## src/rtl/alu_issue_pkg.sv

```systemverilog
// alu_issue_pkg: opcodes, FSM states and command record shared by alu_issue_ctrl and its FIFO.
// Defining ALU_ISSUE_CHAIN_EN adds the chain bit to the command record.
package alu_issue_pkg;
    localparam logic [2:0] ALU_OP_ADD = 3'b000;
    localparam logic [2:0] ALU_OP_SUB = 3'b001;
    localparam logic [2:0] ALU_OP_AND = 3'b010;
    localparam logic [2:0] ALU_OP_OR  = 3'b011;
    localparam logic [2:0] ALU_OP_NOT = 3'b100;
    localparam int CMD_TAG_W = 2;

    typedef enum logic [1:0] {IDLE, ISSUE, RESP} state_t;

    typedef struct packed {
        logic [2:0]           op;
        logic [3:0]           a;
        logic [3:0]           b;
        logic [CMD_TAG_W-1:0] tag;
`ifdef ALU_ISSUE_CHAIN_EN
        logic                 chain;
`endif
    } cmd_t;
endpackage

```

## src/rtl/alu_issue_fifo.sv

```systemverilog
// alu_issue_fifo: DEPTH-entry synchronous command FIFO with full/empty flags.
// Pointers carry one extra wrap bit so full and empty are told apart without a counter.
module alu_issue_fifo
    import alu_issue_pkg::*;
#(
    parameter int DEPTH = 4
) (
    input  logic clk,
    input  logic rst,
    input  logic push,
    input  cmd_t din,
    input  logic pop,
    output cmd_t dout,
    output logic full,
    output logic empty
);
    localparam int AW = $clog2(DEPTH);

    cmd_t          mem_q [DEPTH];
    logic [AW:0]   wp_q, wp_d, rp_q, rp_d;

    always_comb begin
        wp_d = push ? wp_q + 1'b1 : wp_q;
        rp_d = pop ? rp_q + 1'b1 : rp_q;
    end

    always_ff @(posedge clk or posedge rst) begin
        if (rst) begin
            wp_q <= '0;
            rp_q <= '0;
        end else begin
            wp_q <= wp_d;
            rp_q <= rp_d;
        end
    end

    always_ff @(posedge clk) begin
        if (push) mem_q[wp_q[AW-1:0]] <= din;
    end

    assign dout  = mem_q[rp_q[AW-1:0]];
    assign empty = wp_q == rp_q;
    assign full  = (wp_q[AW] != rp_q[AW]) && (wp_q[AW-1:0] == rp_q[AW-1:0]);
endmodule

```

## src/rtl/alu_issue_ctrl.sv

```systemverilog
// alu_issue_ctrl: queues ALU commands, issues them on registered operand lines and returns captured results.
// Defining ALU_ISSUE_CHAIN_EN adds cmd_chain, which substitutes the last captured result for operand A.
module alu_issue_ctrl
    import alu_issue_pkg::*;
#(
    parameter int DEPTH = 4,
    parameter int TAG_W = CMD_TAG_W
) (
    input  logic             clk,
    input  logic             rst,
    input  logic             cmd_valid,
    output logic             cmd_ready,
    input  logic [2:0]       cmd_op,
    input  logic [3:0]       cmd_a,
    input  logic [3:0]       cmd_b,
    input  logic [TAG_W-1:0] cmd_tag,
`ifdef ALU_ISSUE_CHAIN_EN
    input  logic             cmd_chain,
`endif
    output logic [3:0]       alu_a,
    output logic [3:0]       alu_b,
    output logic [2:0]       alu_sel,
    input  logic [3:0]       alu_result,
    input  logic             alu_carry,
    output logic             rsp_valid,
    input  logic             rsp_ready,
    output logic [3:0]       rsp_result,
    output logic             rsp_carry,
    output logic [TAG_W-1:0] rsp_tag,
    output logic             busy
);
    cmd_t             push_cmd, head;
    logic             full, empty, load, capture, hs;
    logic [3:0]       load_a;
    state_t           state_q, state_d;
    logic [3:0]       alu_a_q, alu_a_d, alu_b_q, alu_b_d, rsp_result_q, rsp_result_d;
    logic [2:0]       alu_sel_q, alu_sel_d;
    logic [TAG_W-1:0] pend_tag_q, pend_tag_d, rsp_tag_q, rsp_tag_d;
    logic             rsp_carry_q, rsp_carry_d, rsp_valid_q, rsp_valid_d;

    always_comb begin
        push_cmd     = '0;
        push_cmd.op  = cmd_op;
        push_cmd.a   = cmd_a;
        push_cmd.b   = cmd_b;
        push_cmd.tag = CMD_TAG_W'(cmd_tag);
`ifdef ALU_ISSUE_CHAIN_EN
        push_cmd.chain = cmd_chain;
`endif
    end

    alu_issue_fifo #(.DEPTH(DEPTH)) u_fifo (
        .clk   (clk),
        .rst   (rst),
        .push  (cmd_valid && !full),
        .din   (push_cmd),
        .pop   (load),
        .dout  (head),
        .full  (full),
        .empty (empty)
    );

`ifdef ALU_ISSUE_CHAIN_EN
    assign load_a = head.chain ? rsp_result_q : head.a;
`else
    assign load_a = head.a;
`endif

    assign hs      = rsp_valid_q && rsp_ready;
    assign load    = !empty && (state_q == IDLE || (state_q == RESP && hs));
    assign capture = state_q == ISSUE;

    always_ff @(posedge clk or posedge rst) begin
        if (rst) begin
            state_q      <= IDLE;
            alu_a_q      <= '0;
            alu_b_q      <= '0;
            alu_sel_q    <= '0;
            pend_tag_q   <= '0;
            rsp_result_q <= '0;
            rsp_carry_q  <= 1'b0;
            rsp_tag_q    <= '0;
            rsp_valid_q  <= 1'b0;
        end else begin
            state_q      <= state_d;
            alu_a_q      <= alu_a_d;
            alu_b_q      <= alu_b_d;
            alu_sel_q    <= alu_sel_d;
            pend_tag_q   <= pend_tag_d;
            rsp_result_q <= rsp_result_d;
            rsp_carry_q  <= rsp_carry_d;
            rsp_tag_q    <= rsp_tag_d;
            rsp_valid_q  <= rsp_valid_d;
        end
    end

    always_comb begin
        state_d = state_q;
        case (state_q)
            IDLE:    state_d = empty ? IDLE : ISSUE;
            ISSUE:   state_d = RESP;
            RESP:    state_d = hs ? (empty ? IDLE : ISSUE) : RESP;
            default: state_d = IDLE;
        endcase
    end

    always_comb begin
        alu_a_d      = load ? load_a : alu_a_q;
        alu_b_d      = load ? head.b : alu_b_q;
        alu_sel_d    = load ? head.op : alu_sel_q;
        pend_tag_d   = load ? TAG_W'(head.tag) : pend_tag_q;
        rsp_result_d = capture ? alu_result : rsp_result_q;
        rsp_carry_d  = capture ? alu_carry : rsp_carry_q;
        rsp_tag_d    = capture ? pend_tag_q : rsp_tag_q;
        rsp_valid_d  = capture || (rsp_valid_q && !rsp_ready);
    end

    assign cmd_ready  = !full;
    assign alu_a      = alu_a_q;
    assign alu_b      = alu_b_q;
    assign alu_sel    = alu_sel_q;
    assign rsp_valid  = rsp_valid_q;
    assign rsp_result = rsp_result_q;
    assign rsp_carry  = rsp_carry_q;
    assign rsp_tag    = rsp_tag_q;
    assign busy       = state_q != IDLE || !empty;
endmodule

```

## config.mk

```make
export PLATFORM = sky130hd
export DESIGN_NAME = alu_issue_ctrl
export DESIGN_NICKNAME = d
export VERILOG_FILES = /design/src/rtl/alu_issue_pkg.sv /design/src/rtl/alu_issue_fifo.sv /design/src/rtl/alu_issue_ctrl.sv
export SDC_FILE = /design/constraint.sdc
export NUM_CORES = 1
export LEC_CHECK = 0
export ABC_CLOCK_PERIOD_IN_PS = 1800
export BUFFER_PORTS_ARGS = -buffer_cell sky130_fd_sc_hd__buf_2
export CAP_MARGIN = 20
export CORE_MARGIN = 2
export CORE_UTILIZATION = 35
export CTS_CLUSTER_SIZE = 20
export DETAILED_ROUTE_END_ITERATION = 10
export GPL_ROUTABILITY_DRIVEN = 0
export PLACE_DENSITY = 0.56
export SLEW_MARGIN = 25
export SYNTH_ARGS = -nofsm -noshare
export SYNTH_HDL_FRONTEND = slang
export SYNTH_SLANG_ARGS = --single-unit
export TNS_END_PERCENT = 20
```

## constraint.sdc

```tcl
create_clock -name clk -period 1.8 [get_ports clk]
set_clock_uncertainty 0.05 [all_clocks]
set_input_delay 0.27 -clock clk [delete_from_list [all_inputs] [get_ports clk]]
set_output_delay 0.27 -clock clk [all_outputs]
set_load 0.02 [all_outputs]
```

==> impl_metrics.yaml, run 1 <==
route:
  drt_iter0_drc: 57
  ant_nets: 0
  via_count: 1566
  drt-total-wl_um: 5110
  wire_per_inst_um: 14.8
  route.detailed.drc: 0
  vias_per_cell: 4.55
  drt_pass1_iterations: 4
die:
  design.core.area_um2: 8760
  die_width_um: 99.3
  rows: 34
  num_io_pins: 43
  design.die.area_um2: 9870
  die_h_um: 99.3
  initial_utilization: 0.363
critical_path:
  arrival_ps: 1920
  crit_path_max_fanout: 9
  worst_r2r_path_depth: 5
  reg2reg_slack_ps: 60
  end_kind: "flip-flop"
  regToRegStartpoint: "u_fifo.wp_q[1]"
  required_ps: 1980
  cp-start-kind: "flip-flop"
  timing.rr.end: "pend_tag_q[1]"
  crit_type: "flip-flop to flip-flop"
yosys:
  synth_edf_count: 52
  synth_top_area_share: 0.491
  synth_area_um2: 3180
  netlist_top_cells_count: "edfxtp_1 (52), dfrtp_1 (29), nand2_1 (23)"
  ys_ff_latch: 81
  synth_fp_nets: 195
  yosys.area.top_type: "edfxtp_1"
  syn_inst: 168
  async_flop_share: 0.358
  yosysWarnings: 0
  avgSynthCellArea_um2: 18.9
  synthDistinctLibCells: 26
  ys.flop_type: "edfxtp_1"
  synth_area_leaders: "edfxtp_1 (49%), dfrtp_1 (23%), mux4_2 (7.8%)"
  ys_seq_area_frac: 0.719
  yosysMostFrequentCell: "edfxtp_1"
sta:
  finalMaxSlewViolations: 0
  fin_tns_setup_ps: 0
  fmax_mhz: 574
  worst_pin_slew_ps: 438
  period_needed_ps: 1740
  rsz0062_at_grt: "true"
  final-setup-viol-count: 0
  hold_viol: 0
  period_share: 0.967
  slew_headroom: 0.707
global_route:
  grt_max_degree: 30
  grt_pass1_wl_um: 8410
  grt_pass1_vias: 1580
  grt_use_total: 0.114
  grt_overflow_total: 0
  antenna_found_initial: 0
clock_network:
  clk_path_buf_depth: 2
  cts_root_buffer: "clkbuf_8"
  htreeDepth: 3
  clk_latency_ps: 340
  cts_tree: "built"
  clock-sinks: 81
  cts_made_buffers: 9
  path_clk_slew_ps: 80
layout:
  final_util: 0.445
  fin_nets: 259
  final_cell_area_um2: 3900
  diodes: 0
  drive_gt1_frac: 0.453
  syn2layout_area_growth_pct: 22.5
placement:
  portBuffers: 42
  place_hpwl_um: 3330
  placed_area_um2: 3620
run:
  max_cap_violations: 0
min_path:
  hold_path_depth: 3
  hold_end: "rsp_result[0]"
  hold_path_class: "input port to flip-flop"
  hp-start: "alu_result[0]"
power_and_ir_drop:
  power.leakage_nw: 1.58
  power_mw: 7.33
  ir_drop_uv: 692
  powerDensity_nw_per_um2: 1880
status:
  status: "complete, no violations"
worst max path at each step:
stage / slack, ps / start / endpoint
3_5_place_dp: 70 / u_fifo.rp_q[2] / u_fifo.mem_q[3][9]
2_1_floorplan: -120 / u_fifo.rp_q[2] / u_fifo.mem_q[2][0]
6_report: 60 / u_fifo.wp_q[1] / pend_tag_q[1]
3_3_place_gp: 110 / u_fifo.rp_q[2] / u_fifo.mem_q[0][9]
5_1_grt: -20 / u_fifo.rp_q[0] / cmd_ready
4_1_cts: -10 / u_fifo.wp_q[1] / pend_tag_q[0]
per-layer routing:
metal / global-route usage / routed length, um / vias to the layer above
li1: - / - / 752
met1: 0.144 / 2200 / 775
met2: 0.185 / 2600 / 33
met3: 0.0422 / 252 / 6
met4: 0.0348 / 56 / 0
met5: 0 / 0 / -
metrics by stage:
stage	std cells	setup slack (ps)	hold slack, ps
global route	344	-23.4	59.6
finish	344	59.3	77.2
global placement	324	114	323
CTS	341	-12.4	51.6
floorplan	168	-115	298
detailed placement	324	71.4	328
sequential cells by signal, summed over array words and instances (netlist names):
| signal | cells |
|---|---|
| u_fifo.mem_q | 52 |
| alu_a | 4 |
| alu_b | 4 |
| rsp_result | 4 |
| alu_sel | 3 |
| u_fifo.rp_q | 3 |
| u_fifo.wp_q | 3 |
| pend_tag_q | 2 |
| rsp_tag | 2 |
| state_q | 2 |
| rsp_carry | 1 |
| rsp_valid | 1 |
kinds of logic (layout without fill, tap and decap cells):
kind of cell | Yosys count | in the layout | synth area share
xor gates and xnor gates | 7 | 7 | 0.0264
DFF | 81 | 81 | 0.719
adders and majority gates | 5 | 5 | 0.0197
AOI/OAI and AO/OA | 3 | 3 | 0.0122
muxes | 28 | 28 | 0.156
and+or+nand+nor | 34 | 34 | 0.0484
buffers and inverters | 10 | 78 | 0.0185
placed cells by master, fill, tap and decap left out, types with 4 or more instances in the layout:
master	Yosys	routed
edfxtp_1	52	52
buf_2	2	41
dfrtp_1	29	27
nand2_1	23	23
mux4_2	11	11
buf_4	0	11
clkbuf_8	0	9
mux2_2	8	8
mux2_4	7	7
ha_1	5	5
xnor2_2	3	4
inv_1	4	4
buf_12	0	4
worst max-delay path, cell delays in order (launching register included):
cell      delay (ps)
dfrtp_2          430
xnor2_2          150
buf_4            150
a311oi_4         300
buf_6            210
mux2_2           340
layout make-up:
cell class,instances,area [um2]
Inverter,4,15.0
Multi-Input combinational cell,77,848
Sequential cell,81,2290
Tap cell,108,135
Timing Repair Buffer,59,400
Fill cell,777,4870
Clock buffer,9,124
Clock inverter,6,83.8
where the power goes:
part / internal (mW) / total (mW) / switching, mW
clock network: 0.766 / 1.36 / 0.595
logic: 1.60 / 3.05 / 1.45
registers: 2.64 / 2.91 / 0.277
total: 5.00 / 7.33 / 2.32
what timing repair did:
item,CTS,global route
setup endpoints to repair,2,69
pin swaps,3,3
resized for setup,2,5
buffers inserted,2,3
hold endpoints to repair,29,0
hold buffers,1,0
(Power assumes the default switching activity.)
==> run 2: changes to the inputs <==
- ABC_AREA: default -> 1
- SKIP_CTS_REPAIR_TIMING: default -> 1
- SYNTH_HIERARCHICAL: default -> 1
==> run 2 against run 1 <==
Total power rose by 0.56%. Clock power fell by 3%. Largest cell class unchanged. Sequential share of layout area fell by 2.9 points. Critical path type is now flip-flop to primary output.
==> impl_metrics.yaml, run 2 <==
sta:
  final-setup-viol-count: 0
  finalMaxSlewViolations: 0
  period_share: 0.942
  timing.hold.ws_ps: 84.2
  fmax_mhz: 590
  slew_headroom: 0.620
  period_needed_ps: 1700
  hold_viol: 0
  worst_pin_slew_ps: 571
yosys:
  yosysWarnings: 6
  async_flop_share: 0.358
  avgSynthCellArea_um2: 11.6
  synth_area_leaders: "edfxtp_1 (45%), dfrtp_1 (21%), nand2_1 (10%)"
  synth_fp_nets: 325
  ys_ff_latch: 81
  ys.flop_type: "edfxtp_1"
  synth_edf_count: 52
  yosys.area.top_type: "edfxtp_1"
  synth_area_um2: 3440
  yosysMostFrequentCell: "nand2_1"
  netlist_top_cells_count: "nand2_1 (92), edfxtp_1 (52), inv_1 (41)"
  synthDistinctLibCells: 20
  syn_inst: 298
  ys_seq_area_frac: 0.664
  synth_top_area_share: 0.453
critical_path:
  crit_type: "flip-flop to primary output"
  required_ps: 1480
  critPathTopFamily: "flip-flops"
  crit_path_frequent_cell: "nand2_1"
  slowest_stage: "dfrtp_1"
  worstPathCellList: "inv_2, nand2_1, nand2_1, nand2_2, nor2_4, nand2_1, buf_2"
  arrival_ps: 1380
  crit_path_max_fanout: 4
  cp_slowest_stage_delay_ps: 430
  end_kind: "primary output"
  critPathBufInv: 2
  cp-start-kind: "flip-flop"
clock_network:
  cts_tree: "built"
  clk_path_buf_depth: 2
  path_clk_slew_ps: 80
  htreeDepth: 3
  cts_made_buffers: 9
  cts_root_buffer: "clkbuf_8"
  clock-sinks: 81
  clk_latency_ps: 340
route:
  vias_per_cell: 4.48
  dr_wl_met2_um: 3200
  wire_per_inst_um: 13.3
  wl_met1_um: 3000
  highest_layer: "met4"
  drt-total-wl_um: 6540
  ant_nets: 0
  via_count: 2203
  drt_iter0_drc: 68
  route.detailed.drc: 0
  drt_pass1_iterations: 4
  dr_wl_met3_um: 243
layout:
  final_util: 0.423
  final_common_cell: "nand2_1"
  diodes: 0
  final_cell_area_um2: 4100
  layout_common_cells: "nand2_1 (91), edfxtp_1 (52), buf_2 (42)"
  drive_gt1_frac: 0.262
  nFillCells: 936
  syn2layout_area_growth_pct: 19.0
  fin_nets: 381
  largest_reg_flops: 52
die:
  design.core.area_um2: 9680
  rows: 36
  die_width_um: 103
  initial_utilization: 0.356
  die_h_um: 103
  design.die.area_um2: 10700
  num_io_pins: 43
global_route:
  grt_pass1_wl_um: 10700
  antenna_found_initial: 0
  grt_overflow_total: 0
  grt_max_degree: 55
  grt_pass1_vias: 2148
  grt_use_total: 0.134
placement:
  place_hpwl_um: 4220
  placed_area_um2: 3850
  portBuffers: 42
run:
  max_cap_violations: 0
min_path:
  hold_path_class: "input port to flip-flop"
power_and_ir_drop:
  ir_drop_uv: 611
  power.leakage_nw: 1.88
  powerDensity_nw_per_um2: 1800
status:
  status: "complete, no violations"
==> run 2: cell count changes after synthesis, moves of 5 or more <==
cell / previous run / this run
nand2_1: 23 / 92
inv_1: 4 / 41
nand3_1: 0 / 20
o211ai_1: 0 / 17
mux4_2: 11 / 0
o211ai_2: 0 / 9
mux2_2: 8 / 0
mux2_4: 7 / 0
buf_6: 1 / 7
buf_4: 0 / 5
==> run 2: worst paths after layout <==
check,startpoint,endpoint,slack (ps),cells past startpoint
worst max-delay path,u_fifo/wp_q[1],busy,100,7
worst min-delay path,rsp_ready,rsp_valid,80,2
worst max register to register,u_fifo/wp_q[0],u_fifo/mem_q[3][1],120,8
worst min register to register,alu_b[2],alu_b[2],420,2
max in group asynchronous,rst,alu_a[0],780,4
min in group asynchronous,rst,u_fifo/rp_q[1],350,3
==> run 2: metrics by stage <==
stage,setup WS [ps],cells,total power [mW],TNS [ps]
4_1_cts,-69.5,489,7.33,-69.5
6_report,105,492,7.37,0
5_1_grt,-8.57,492,7.97,-43.8
3_3_place_gp,175,473,5.93,0
3_5_place_dp,129,473,5.98,0
2_1_floorplan,41.3,298,5.16,0
==> run 2: power breakdown <==
part / switching (mW) / internal [mW] / total, mW / leakage [nW]
Sequential: 0.312 / 2.61 / 2.92 / 0.831
Combinational: 1.96 / 1.16 / 3.12 / 0.951
Clock: 0.641 / 0.683 / 1.32 / 0.0970
==> run 2: cell families after synthesis <==
kind of cell,Yosys count,share of synthesized area
simple gates,120,0.144
flops,81,0.664
buf+inv,56,0.0821
compound gates,30,0.0766
xor+xnor,6,0.0153
fa+ha+maj,5,0.0182
==> run 2: metal layers <==
metal  vias to the layer above  GRT usage
met5                         -          0
met4                         0     0.0516
met3                        10     0.0296
met2                        43      0.222
met1                      1059      0.171
li1                       1091          -
==> run 2: area by class of cell <==
type	count	area, um2	area share
clock inverter	4	51.3	0.0125
multi-input combinational	161	902	0.220
tap	133	166	0.0406
inverter	43	161	0.0394
timing repair buffer	58	383	0.0934
sequential	81	2290	0.558
clock buffer	12	145	0.0354
